File: src/rtl/sort_mem_pkg.sv
// Shared definitions for the sort memory responder and the sorter controller:
// response codes, read/write FSM encodings and an address range helper.
package sort_mem_pkg;

    localparam logic RESP_OKAY = 1'b0;
    localparam logic RESP_ERR  = 1'b1;

    typedef enum logic [1:0] {
        R_IDLE = 2'd0,
        R_WAIT = 2'd1,
        R_RESP = 2'd2
    } rd_state_e;

    typedef enum logic [1:0] {
        W_IDLE   = 2'd0,
        W_COMMIT = 2'd1,
        W_RESP   = 2'd2
    } wr_state_e;

    function automatic logic addr_in_range(input logic [31:0] addr, input int depth);
        return addr < $unsigned(depth);
    endfunction

endpackage

File: src/rtl/sort_mem_array.sv
// DEPTH x DATA_WDTH register array: one synchronous write port, one
// combinational read port, cleared by the asynchronous reset.
module sort_mem_array
    import sort_mem_pkg::*;
#(
    parameter int ADDR_WDTH = 4,
    parameter int DATA_WDTH = 32,
    parameter int DEPTH     = 16
) (
    input  logic                 clk,
    input  logic                 rst_n,
    input  logic                 wr_en,
    input  logic [ADDR_WDTH-1:0] wr_addr,
    input  logic [DATA_WDTH-1:0] wr_data,
    input  logic [ADDR_WDTH-1:0] rd_addr,
    output logic [DATA_WDTH-1:0] rd_data
);

    logic [DATA_WDTH-1:0] mem_q [DEPTH];

    always_ff @(posedge clk or negedge rst_n) begin
        if (!rst_n) begin
            for (int i = 0; i < DEPTH; i++) begin
                mem_q[i] <= '0;
            end
        end else if (wr_en) begin
            mem_q[wr_addr] <= wr_data;
        end
    end

    // Unimplemented words read as zero so an out-of-range index never reaches the array.
    always_comb begin
        rd_data = '0;
        if (addr_in_range(32'(rd_addr), DEPTH)) begin
            rd_data = mem_q[rd_addr];
        end
    end

endmodule

File: src/rtl/sort_mem_responder.sv
// Memory responder for the insertion-sort datapath: independent read and write
// handshake FSMs in front of a word-addressed register array.
module sort_mem_responder
    import sort_mem_pkg::*;
#(
    parameter int ADDR_WDTH = 4,
    parameter int DATA_WDTH = 32,
    parameter int RESP_WDTH = 1,
    parameter int DEPTH     = 16,
    parameter int READ_LAT  = 1
) (
    input  logic                 clk,
    input  logic                 rst_n,
    input  logic                 ar_valid,
    output logic                 ar_ready,
    input  logic [ADDR_WDTH-1:0] ar_address,
    output logic                 r_valid,
    input  logic                 r_ready,
    output logic [DATA_WDTH-1:0] r_data,
    output logic [RESP_WDTH-1:0] r_resp,
    input  logic                 aw_valid,
    output logic                 aw_ready,
    input  logic [ADDR_WDTH-1:0] write_addr,
    input  logic                 w_valid,
    output logic                 w_ready,
    input  logic [DATA_WDTH-1:0] write_data,
    output logic                 b_valid,
    input  logic                 b_ready,
    output logic [RESP_WDTH-1:0] b_resp
);

    rd_state_e            rd_state_q, rd_state_d;
    logic [ADDR_WDTH-1:0] rd_addr_q, rd_addr_d;
    logic [2:0]           rd_cnt_q, rd_cnt_d;
    logic                 ar_ready_q, ar_ready_d;
    logic                 r_valid_q, r_valid_d;
    logic [DATA_WDTH-1:0] r_data_q, r_data_d;
    logic [RESP_WDTH-1:0] r_resp_q, r_resp_d;

    wr_state_e            wr_state_q, wr_state_d;
    logic [ADDR_WDTH-1:0] wr_addr_q, wr_addr_d;
    logic [DATA_WDTH-1:0] wr_data_q, wr_data_d;
    logic                 have_addr_q, have_addr_d;
    logic                 have_data_q, have_data_d;
    logic                 aw_ready_q, aw_ready_d;
    logic                 w_ready_q, w_ready_d;
    logic                 b_valid_q, b_valid_d;
    logic [RESP_WDTH-1:0] b_resp_q, b_resp_d;

    logic                 wr_en;
    logic                 wr_in_range;
    logic                 rd_in_range;
    logic [DATA_WDTH-1:0] arr_rd_data;

    assign rd_in_range = addr_in_range(32'(rd_addr_q), DEPTH);
    assign wr_in_range = addr_in_range(32'(wr_addr_q), DEPTH);

    sort_mem_array #(
        .ADDR_WDTH (ADDR_WDTH),
        .DATA_WDTH (DATA_WDTH),
        .DEPTH     (DEPTH)
    ) u_array (
        .clk     (clk),
        .rst_n   (rst_n),
        .wr_en   (wr_en),
        .wr_addr (wr_addr_q),
        .wr_data (wr_data_q),
        .rd_addr (rd_addr_q),
        .rd_data (arr_rd_data)
    );

    // R_WAIT always spends at least one cycle so that read data lands READ_LAT+1 edges after accept.
    always_comb begin
        rd_state_d = rd_state_q;
        rd_addr_d  = rd_addr_q;
        rd_cnt_d   = rd_cnt_q;
        ar_ready_d = ar_ready_q;
        r_valid_d  = r_valid_q;
        r_data_d   = r_data_q;
        r_resp_d   = r_resp_q;
        case (rd_state_q)
            R_IDLE: begin
                ar_ready_d = 1'b1;
                if (ar_valid && ar_ready_q) begin
                    rd_addr_d  = ar_address;
                    rd_cnt_d   = 3'(READ_LAT);
                    ar_ready_d = 1'b0;
                    rd_state_d = R_WAIT;
                end
            end
            R_WAIT: begin
                if (rd_cnt_q == 3'd0) begin
                    r_data_d   = rd_in_range ? arr_rd_data : '0;
                    r_resp_d   = rd_in_range ? RESP_WDTH'(RESP_OKAY) : RESP_WDTH'(RESP_ERR);
                    r_valid_d  = 1'b1;
                    rd_state_d = R_RESP;
                end else begin
                    rd_cnt_d = rd_cnt_q - 3'd1;
                end
            end
            R_RESP: begin
                if (r_ready) begin
                    r_valid_d  = 1'b0;
                    ar_ready_d = 1'b1;
                    rd_state_d = R_IDLE;
                end
            end
            default: rd_state_d = R_IDLE;
        endcase
    end

    // Address and data may arrive in either order; each ready drops once its half is held.
    always_comb begin
        wr_state_d  = wr_state_q;
        wr_addr_d   = wr_addr_q;
        wr_data_d   = wr_data_q;
        have_addr_d = have_addr_q;
        have_data_d = have_data_q;
        aw_ready_d  = aw_ready_q;
        w_ready_d   = w_ready_q;
        b_valid_d   = b_valid_q;
        b_resp_d    = b_resp_q;
        wr_en       = 1'b0;
        case (wr_state_q)
            W_IDLE: begin
                if (aw_valid && aw_ready_q) begin
                    wr_addr_d   = write_addr;
                    have_addr_d = 1'b1;
                end
                if (w_valid && w_ready_q) begin
                    wr_data_d   = write_data;
                    have_data_d = 1'b1;
                end
                if (have_addr_d && have_data_d) begin
                    have_addr_d = 1'b0;
                    have_data_d = 1'b0;
                    aw_ready_d  = 1'b0;
                    w_ready_d   = 1'b0;
                    wr_state_d  = W_COMMIT;
                end else begin
                    aw_ready_d = !have_addr_d;
                    w_ready_d  = !have_data_d;
                end
            end
            W_COMMIT: begin
                wr_en      = wr_in_range;
                b_resp_d   = wr_in_range ? RESP_WDTH'(RESP_OKAY) : RESP_WDTH'(RESP_ERR);
                wr_state_d = W_RESP;
            end
            W_RESP: begin
                if (b_valid_q && b_ready) begin
                    b_valid_d  = 1'b0;
                    aw_ready_d = 1'b1;
                    w_ready_d  = 1'b1;
                    wr_state_d = W_IDLE;
                end else begin
                    b_valid_d = 1'b1;
                end
            end
            default: wr_state_d = W_IDLE;
        endcase
    end

    always_ff @(posedge clk or negedge rst_n) begin
        if (!rst_n) begin
            rd_state_q  <= R_IDLE;
            rd_addr_q   <= '0;
            rd_cnt_q    <= '0;
            ar_ready_q  <= 1'b0;
            r_valid_q   <= 1'b0;
            r_data_q    <= '0;
            r_resp_q    <= '0;
            wr_state_q  <= W_IDLE;
            wr_addr_q   <= '0;
            wr_data_q   <= '0;
            have_addr_q <= 1'b0;
            have_data_q <= 1'b0;
            aw_ready_q  <= 1'b0;
            w_ready_q   <= 1'b0;
            b_valid_q   <= 1'b0;
            b_resp_q    <= '0;
        end else begin
            rd_state_q  <= rd_state_d;
            rd_addr_q   <= rd_addr_d;
            rd_cnt_q    <= rd_cnt_d;
            ar_ready_q  <= ar_ready_d;
            r_valid_q   <= r_valid_d;
            r_data_q    <= r_data_d;
            r_resp_q    <= r_resp_d;
            wr_state_q  <= wr_state_d;
            wr_addr_q   <= wr_addr_d;
            wr_data_q   <= wr_data_d;
            have_addr_q <= have_addr_d;
            have_data_q <= have_data_d;
            aw_ready_q  <= aw_ready_d;
            w_ready_q   <= w_ready_d;
            b_valid_q   <= b_valid_d;
            b_resp_q    <= b_resp_d;
        end
    end

    assign ar_ready = ar_ready_q;
    assign r_valid  = r_valid_q;
    assign r_data   = r_data_q;
    assign r_resp   = r_resp_q;
    assign aw_ready = aw_ready_q;
    assign w_ready  = w_ready_q;
    assign b_valid  = b_valid_q;
    assign b_resp   = b_resp_q;

endmodule

File: config.mk
export PLATFORM = sky130hd
export DESIGN_NAME = sort_mem_responder
export DESIGN_NICKNAME = d
export VERILOG_FILES = /design/src/rtl/sort_mem_pkg.sv /design/src/rtl/sort_mem_array.sv /design/src/rtl/sort_mem_responder.sv
export SDC_FILE = /design/constraint.sdc
export NUM_CORES = 1
export LEC_CHECK = 0
export BUFFER_PORTS_ARGS = -buffer_cell sky130_fd_sc_hd__buf_2
export CAP_MARGIN = 20
export CORE_MARGIN = 2
export CORE_UTILIZATION = 30
export CTS_CLUSTER_SIZE = 20
export DETAILED_ROUTE_END_ITERATION = 7
export HOLD_SLACK_MARGIN = 0.1
export PLACE_DENSITY = 0.53
export SYNTH_ARGS = -nofsm -noshare
export SYNTH_HDL_FRONTEND = slang
export SYNTH_SLANG_ARGS = --single-unit
File: constraint.sdc
create_clock -name clk -period 4.1 [get_ports clk]
set_input_delay 0 -clock clk [delete_from_list [all_inputs] [get_ports clk]]
set_output_delay 0 -clock clk [all_outputs]
set_load 0.01 [all_outputs]
==> results.sh <==
export IMPL_post_cts_setup_buffer_count=0
export IMPL_status="complete, no violations"
export IMPL_slowest_delay_ns=0.55
export IMPL_final_util_pct=35.47
export IMPL_mostFrequentLayoutCells="595 x dfrtp_1, 575 x mux2_2, 97 x mux4_2"
export IMPL_synth_edff_count=0
export IMPL_numPortBuffers=83
export IMPL_dieArea_sq_um=90210
export IMPL_p_leak_nw=14.45
export IMPL_ir_drop_v=0.0004344
export IMPL_final_area_sq_um=30820
export IMPL_path_buf_inv=1
export IMPL_worstMarginPinSlew_ns=0.8344
export IMPL_report_final_slew_viol_count=0
export IMPL_rows=108
export IMPL_synth_seq_cells=598
export IMPL_rsz0062_at_grt="false"
export IMPL_h_tree_depth=3
export IMPL_cp_end_kind="register"
export IMPL_overflow=0
export IMPL_min_path_type="in -> async"
export IMPL_max_freq_ghz=0.3803
export IMPL_period_share_pct=64.13
export IMPL_fin_hold_ws_ns=0.1381
export IMPL_drive_above_1_share_pct=49.78
export IMPL_finalSetupViolCount=0
export IMPL_core_sq_um=86890
export IMPL_die_width_um=300.3
export IMPL_grt_pass1_wl_um=104500
export IMPL_io_pins=86
export IMPL_start_util_pct=30.32
export IMPL_path_max_fanout=17
export IMPL_ys_flop_type="dfrtp_1"
export IMPL_yosysWarnings=0
export IMPL_cts_resized_gates=0
export IMPL_drc=0
export IMPL_antenna_left=0
export IMPL_cts_tree="built"
export IMPL_clkTransAtPathRegs_ns=0.06
export IMPL_postPlaceCellArea_sq_um=28040
export IMPL_totalWireLength_um=67410
export IMPL_final_common_cell="dfrtp_1"
export IMPL_yosysSeqAreaShare_pct=56.80
export IMPL_die_h_um=300.3
export IMPL_yosysUniqueCellTypes=33
export IMPL_slew_headroom_pct=44.37
export IMPL_avgRoutedWirePerCell_um=22.42
export IMPL_drtIter0Drc=815
export IMPL_cp_start_kind="register"
export IMPL_grt_max_degree=138
export IMPL_n_antenna_cell=0
export IMPL_avgSynthCellArea_sq_um=15.50
export IMPL_crit_arrival_ns=3.09
export IMPL_final_nets=1854
export IMPL_finalHoldViolCount=0
export IMPL_root_buffer="clkbuf_16"
export IMPL_area_growth_pct=16.97
export IMPL_antenna_found_initial=1
export IMPL_required_ns=4.56
export IMPL_path_cells="nand2b_4, nor3_1, nand2_2, buf_4, mux2_2"
export IMPL_syn_inst=1700
export IMPL_cts_buffers=67
export IMPL_timing_final_crit_period_ns=2.629
export IMPL_finalClockSkew_ns=0.02804
export IMPL_tns_ns=0
export IMPL_grt_usage_pct=15.28
export IMPL_grt_pass1_vias=16222
export IMPL_async_reset_ff_share_pct=100.0
export IMPL_clkSinkCount=598
export IMPL_crit_family="simple AND/OR/NAND/NOR gates"
export IMPL_clockBufferDepth=3
export IMPL_hpwl_um=38220
export IMPL_firstDrtPassIters=4
export IMPL_vias=14882
export IMPL_powerDensity_nw_per_um2=737.6
export IMPL_synthesis_area_sq_um=26350
export IMPL_worst_path_max_delay_cell="nand2_2"
export IMPL_ctsHoldBuffers=57
export IMPL_critical_path_class="reg -> reg"
export IMPL_vias_per_cell=4.949
export IMPL_drv_cap=0
export IMPL_gp_congestion=0.7125
export IMPL_clock_latency_ns=0.60
[metal layers]
metal | vias up | track usage (%) | part of all wire, %
li1 | 6472 | - | -
met1 | 8097 | 20.40 | 45
met2 | 228 | 25.79 | 49
met3 | 85 | 2.233 | 3.6
met4 | 0 | 4.417 | 2.1
met5 | - | 0 | 0
[synth_stat cells, types with 14 or more instances]
cell | number | area share [%]
o211ai_1 | 29 | 0.83
buf_2 | 71 | 1.3
nor2_1 | 20 | 0.28
a22oi_1 | 60 | 1.7
mux4_2 | 97 | 8.3
dfrtp_1 | 598 | 57
buf_4 | 14 | 0.40
mux2i_1 | 63 | 2.4
mux2_2 | 575 | 25
nand2_1 | 50 | 0.71
clkbuf_1 | 59 | 0.84
[cells by family after synthesis]
kind of cell / share of synthesized area [%]
muxes: 35.75
DFF: 56.80
buffers and inverters: 2.731
AOI/OAI and AO/OA: 2.849
and+or+nand+nor: 1.767
adders and majority gates: 0.09497
other: 0.01423
[through the flow]
stage               setup WS [ns]  total power [W]  cells
finish                      1.471          0.02273   3007
global route                1.282          0.02412   3007
CTS                         1.433          0.02307   3007
detailed placement          1.451          0.01685   2834
global placement            1.449          0.01656   2834
floorplan                   2.194          0.01449   1701
[registers in the layout, indices dropped and copies added (netlist names)]
register and cells:
b_valid 1, wr_addr_q 4, r_data 32, aw_ready 1
wr_state_q 2, r_valid 1, have_data_q 1, rd_state_q 2
u_array.mem_q 512, rd_cnt_q 3, rd_addr_q 4, wr_data_q 32
have_addr_q 1, w_ready 1, ar_ready 1
[power breakdown]
group	total, W	switching, W	internal (W)	leakage [nW]
combinational	0.00655	0.00273	0.00381	5.42
sequential	0.0102	0.00214	0.00804	7.95
clock	0.00600	0.00239	0.00361	1.08
[final timing paths]
kind / startpoint / to / slack [ns] / depth (start not counted)
max: wr_state_q[1]$_DFFE_PN0P_ / u_array.mem_q[244]$_DFFE_PN0P_ / 1.47 / 5
min: rst_n / aw_ready$_DFFE_PN0P_ / 0.14 / 3
max reg2reg: wr_state_q[1]$_DFFE_PN0P_ / u_array.mem_q[244]$_DFFE_PN0P_ / 1.47 / 5
min reg2reg: u_array.mem_q[98]$_DFFE_PN0P_ / u_array.mem_q[98]$_DFFE_PN0P_ / 0.48 / 1
max in group asynchronous: rst_n / u_array.mem_q[134]$_DFFE_PN0P_ / 3.24 / 3
min in group clk: write_data[4] / wr_data_q[4]$_DFFE_PN0P_ / 0.17 / 3
[cell type report]
type	instances	area, sq um
clock buffer	100	1994
tap	1155	1445
fill	8192	56070
timing repair buffer	180	1414
sequential	598	14980
multi-input combinational	951	10770
clock inverter	16	193.9
inverter	7	26.28
[worst reg2reg max path: stages (launching register included)]
cell and delay (ns):
dfrtp_1 0.47, nand2b_4 0.22, nor3_1 0.45, nand2_2 0.55, buf_4 0.48, mux2_2 0.34
Note: power is estimated with default switching activity, not from simulation.
